==> config.mk <==
export PLATFORM = sky130hd
export DESIGN_NAME = stream_decoder
export DESIGN_NICKNAME = d
export VERILOG_FILES = /design/src/rtl/stream_decoder.sv
export SDC_FILE = /design/constraint.sdc
export NUM_CORES = 1
export LEC_CHECK = 0
export CORE_MARGIN = 5
export CORE_UTILIZATION = 55
export CTS_BUF_LIST = sky130_fd_sc_hd__clkbuf_4 sky130_fd_sc_hd__clkbuf_8
export DETAILED_ROUTE_END_ITERATION = 8
export GPL_TIMING_DRIVEN = 0
export PLACE_DENSITY_LB_ADDON = 0.2
export SLEW_MARGIN = 10
export SYNTH_ARGS = -nofsm -noshare
export SYNTH_HDL_FRONTEND = slang
export SYNTH_SLANG_ARGS = --single-unit
==> constraint.sdc <==
create_clock -name clk -period 1.7 [get_ports clk]
set_input_delay 0.34 -clock clk [delete_from_list [all_inputs] [get_ports clk]]
set_output_delay 0.34 -clock clk [all_outputs]
set_load 0.005 [all_outputs]
==> src/rtl/stream_decoder.sv <==
// Stochastic bitstream decoder: counts the 1s on x over a 2^WIDTH-sample window
// after an optional skip period, then presents the total with a one-cycle valid strobe.
module stream_decoder #(
  parameter int unsigned WIDTH = 8,
  parameter int unsigned SKIP  = 6
) (
  input  logic             clk,
  input  logic             n_rst,
  input  logic             start,
  input  logic             continuous,
  input  logic             abort,
  input  logic             x,
  output logic             busy,
  output logic [WIDTH:0]   count,
  output logic             valid
);

  localparam int unsigned SkipW = (SKIP > 1) ? $clog2(SKIP) : 1;
  localparam logic [SkipW-1:0] SkipLast = SkipW'((SKIP > 0) ? SKIP - 1 : 0);
  localparam logic [WIDTH-1:0] WinLast  = {WIDTH{1'b1}};

  typedef enum logic [1:0] {
    StIdle,
    StSkip,
    StCount
  } state_e;

  state_e           state_q, state_d;
  logic [WIDTH:0]   acc_q, acc_d;
  logic [WIDTH-1:0] win_q, win_d;
  logic [SkipW-1:0] skip_q, skip_d;
  logic [WIDTH:0]   count_q, count_d;
  logic             valid_q, valid_d;
  logic             busy_q, busy_d;

  logic [WIDTH:0]   x_ext;

  assign x_ext = {{WIDTH{1'b0}}, x};

  always_comb begin
    state_d = state_q;
    acc_d   = acc_q;
    win_d   = win_q;
    skip_d  = skip_q;
    count_d = count_q;
    valid_d = 1'b0;

    case (state_q)
      StIdle: begin
        // abort outranks start even while idle
        if (start && !abort) begin
          acc_d   = '0;
          win_d   = '0;
          skip_d  = '0;
          state_d = (SKIP > 0) ? StSkip : StCount;
        end
      end
      StSkip: begin
        if (abort) begin
          acc_d   = '0;
          state_d = StIdle;
        end else if (skip_q == SkipLast) begin
          state_d = StCount;
        end else begin
          skip_d = skip_q + SkipW'(1);
        end
      end
      StCount: begin
        if (abort) begin
          acc_d   = '0;
          state_d = StIdle;
        end else begin
          win_d = win_q + WIDTH'(1);
          if (win_q == WinLast) begin
            // Final sample folds straight into the published count.
            count_d = acc_q + x_ext;
            valid_d = 1'b1;
            acc_d   = '0;
            if (!continuous) begin
              state_d = StIdle;
            end
          end else begin
            acc_d = acc_q + x_ext;
          end
        end
      end
      default: begin
        state_d = StIdle;
      end
    endcase

    busy_d = (state_d != StIdle);
  end

  always_ff @(posedge clk or negedge n_rst) begin
    if (!n_rst) begin
      state_q <= StIdle;
      acc_q   <= '0;
      win_q   <= '0;
      skip_q  <= '0;
      count_q <= '0;
      valid_q <= 1'b0;
      busy_q  <= 1'b0;
    end else begin
      state_q <= state_d;
      acc_q   <= acc_d;
      win_q   <= win_d;
      skip_q  <= skip_d;
      count_q <= count_d;
      valid_q <= valid_d;
      busy_q  <= busy_d;
    end
  end

  assign busy  = busy_q;
  assign count = count_q;
  assign valid = valid_q;

endmodule

==> impl_metrics.yaml <==
clock_tree:
  htreeDepth: 2
  ctsRootBufferMaster: "clkbuf_4"
  cts_tree: "built"
  clockBufferDepth: 2
  clkSinkCount: 33
  clk_latency_ns: 0.33
  cts-buffers-inserted: 5
  path_clk_slew_ns: 0.10
timing:
  worst_pin_slew_ns: 0.707
  fmax_mhz: 602
  fin_crit_sh: 0.977
  tns_ns: 0
  fin_skew_ns: 0.00932
  period_needed_ns: 1.66
  slew_headroom: 0.529
  maxSlewViolCount: 0
  final-hold-violation-count: 0
  rsz0062_at_grt: "yes"
  setup_violations: 0
floorplanning:
  core-area_sq_um: 2980
  fp.dieH_um: 64.9
  num_rows: 20
  dieArea_sq_um: 4210
  start_util: 0.556
  ios: 17
  die_w_um: 64.9
grt:
  antenna_found_initial: 0
  grt_usage: 0.162
  grt_overflow: 0
  grt_pass1_wl_mm: 5.26
  grt_max_degree: 34
  grt_pass1_vias: 1164
power_and_ir_drop:
  finalPower_w: 0.00146
  max-vdd-ir-drop_uv: 449
  switchingPower_w: 0.000353
  p_int_w: 0.00111
  pwr-share-clk: 0.342
  p_per_area_nw_per_um2: 718
  p_leak_nw: 0.936
  power_frac_comb: 0.100
  pwr-share-seq: 0.558
  switching_share: 0.242
status:
  outcome: "finished, final reports clean"
place:
  dp_hpwl_mm: 2.12
  io_buffers: 16
  place_inst: 203
  place_area_sq_um: 1850
  place.gp.congestion: 0.801
yosys:
  syn-cell-area_sq_um: 1660
  syn-num-nets: 165
  yosysWarnings: 0
  ys_types: 36
  synth_cells: 154
  ys_seq_area_frac: 0.498
  synthFlopType: "dfrtp_1"
  ys_async_sr_fraction: 1.00
  synth.avg_cell_area_sq_um: 10.8
  ys_ff_latch: 33
  synth_edf_count: 0
critical_path:
  cp_max_fo: 9
  slowest_delay_ns: 0.39
  cp_slowest_cell: "dfrtp_1"
  critical_path_required_ns: 1.95
  rrSetupSlack_ns: 0.04
  r2r_end: "acc_q[2]"
  r2r_cells: 6
  end_kind: "register"
  critical_path_class: "register to register"
  timing.rr.start: "state_q[0]"
  cp_common_cell: "buf_6"
  crit_path_start_kind: "register"
  worstPathArrival_ns: 1.91
  crit_chain: "buf_6 > or3b_4 > a21oi_4 > buf_6 > a21oi_1 > a31oi_1"
final_layout:
  final_area_sq_um: 2030
  syn_to_final_growth_pct: 22.8
  fillCellCount: 226
  n_antenna_cell: 0
  layout.nets: 197
  drive_gt1_frac: 0.219
  stdcell_count: 220
route:
  first_pass_iters: 4
  avgViaCountPerCell: 5.77
  wl_per_cell_um: 15.0
  drt_wl_total_mm: 3.30
  vias: 1270
  drtAntennaViolNets: 0
  drt_iter0_drc: 86
  remaining_drc_errors: 0
worst_hold_path:
  min_path_type: "input port to async pin"
run:
  maxCapViolCount: 0
## per-stage QoR
step	hold WS, ns	worst slack (ns)	util
floorplan	0.0444	0.128	-
global placement	0.485	-0.509	0.624
detailed placement	0.433	-0.543	0.622
CTS	0.0551	0.0111	0.654
global route	0.107	-0.0461	0.683
finish	0.0432	0.0391	0.683
## cell usage in the layout (no fill, tap or decap), types with 2 or more instances in the layout
master / n
clkbuf_4: 5
nand2_1: 12
nor2b_1: 2
a22o_1: 4
a41oi_1: 2
a21oi_1: 11
o21a_1: 2
nand2b_1: 4
and3_1: 3
buf_4: 9
buf_6: 5
nand4_1: 3
mux2_2: 4
xnor2_1: 6
nor2_1: 16
a31oi_1: 6
xor2_1: 6
buf_2: 2
inv_1: 2
nand4b_1: 2
dfrtp_1: 33
nand3_1: 4
o21ai_0: 4
clkdlybuf4s50_1: 14
clkbuf_8: 2
ha_1: 3
and4bb_2: 2
## cell usage after synthesis, types with 2 or more instances
library cell,count,area (sq um)
nand4_1,3,18.8
a22o_1,4,35.0
nor2_1,17,63.8
and4bb_2,2,25.0
nor2b_1,2,12.5
nor3_1,2,10.0
ha_1,5,62.6
xor2_1,6,52.6
o21ai_0,4,20.0
xnor2_1,6,52.6
o21a_1,2,15.0
dfrtp_1,33,826
and3_1,3,18.8
inv_1,2,7.51
a41oi_1,2,17.5
nand4b_1,2,17.5
nand3_1,5,25.0
nand2_1,12,45.0
mux2_2,4,45.0
buf_6,4,45.0
a21oi_1,11,55.1
nand2b_1,4,25.0
a31oi_1,6,37.5
## how the worst max path moves through the flow
stage / to / from / slack, ns
3_5_place_dp: acc_q[8] / x / -0.54
3_3_place_gp: acc_q[8] / x / -0.51
5_1_grt: acc_q[2] / state_q[0] / -0.05
6_report: acc_q[2] / state_q[0] / 0.04
4_1_cts: count[0] / win_q[1] / 0.01
2_1_floorplan: count[0] / win_q[0] / 0.13
## logic make-up (layout without fill, tap and decap cells)
kind of cell,after synthesis,count (layout),synth area share
muxes,5,5,0.0332
and+or+nand+nor,58,58,0.197
buffers and inverters,8,41,0.0393
AOI/OAI and AO/OA,33,33,0.131
DFF,33,33,0.498
adders and majority gates,5,5,0.0378
xor gates and xnor gates,12,12,0.0634
## critical path, delay by kind of cell (launching register included)
family / cells / cell delay [ns]
compound gates: 3 / 0.51
flops: 1 / 0.39
simple gates: 1 / 0.39
buf+inv: 2 / 0.30
## sequential cells by signal (all words and copies together) (netlist names)
register	count
win_q	8
skip_q	3
count	9
acc_q	9
valid	1
state_q	2
busy	1
## repair_timing
item	4_1_cts	5_1_grt
endpoints found under the setup margin	8	12
gates cloned	0	1
resized for setup	5	7
setup buffers	1	7
hold buffers	0	0
pin swaps	1	5
## per-layer routing
layer  global-route usage  wire length, um
met3               0.0468              197
met1                0.204             1450
met2                0.266             1610
met5                    0                0
met4               0.0554               45
## layout make-up
class                   count  area [sq um]  area share
well taps                  33          41.3      0.0203
inverters                   2          7.51     0.00369
clock buffers               7          65.1      0.0320
multi-input cells         113           807       0.397
clock inverters             1          5.00     0.00246
plain buffers               6          57.6      0.0283
flip-flops and latches     33           826       0.406
repair buffers             25           225       0.111
## power groups by stage
stage | clock network [W] | registers, W | logic, W
finish | 0.000499 | 0.000815 | 0.000146
global route | 0.000547 | 0.000818 | 0.000166
CTS | 0.000518 | 0.000815 | 0.000134
detailed placement | 0 | 0.000831 | 0.000132
global placement | 0 | 0.000830 | 0.000127
floorplan | 0 | 0.000829 | 0.0000760
No activity file was read; power rests on OpenSTA's default activity.
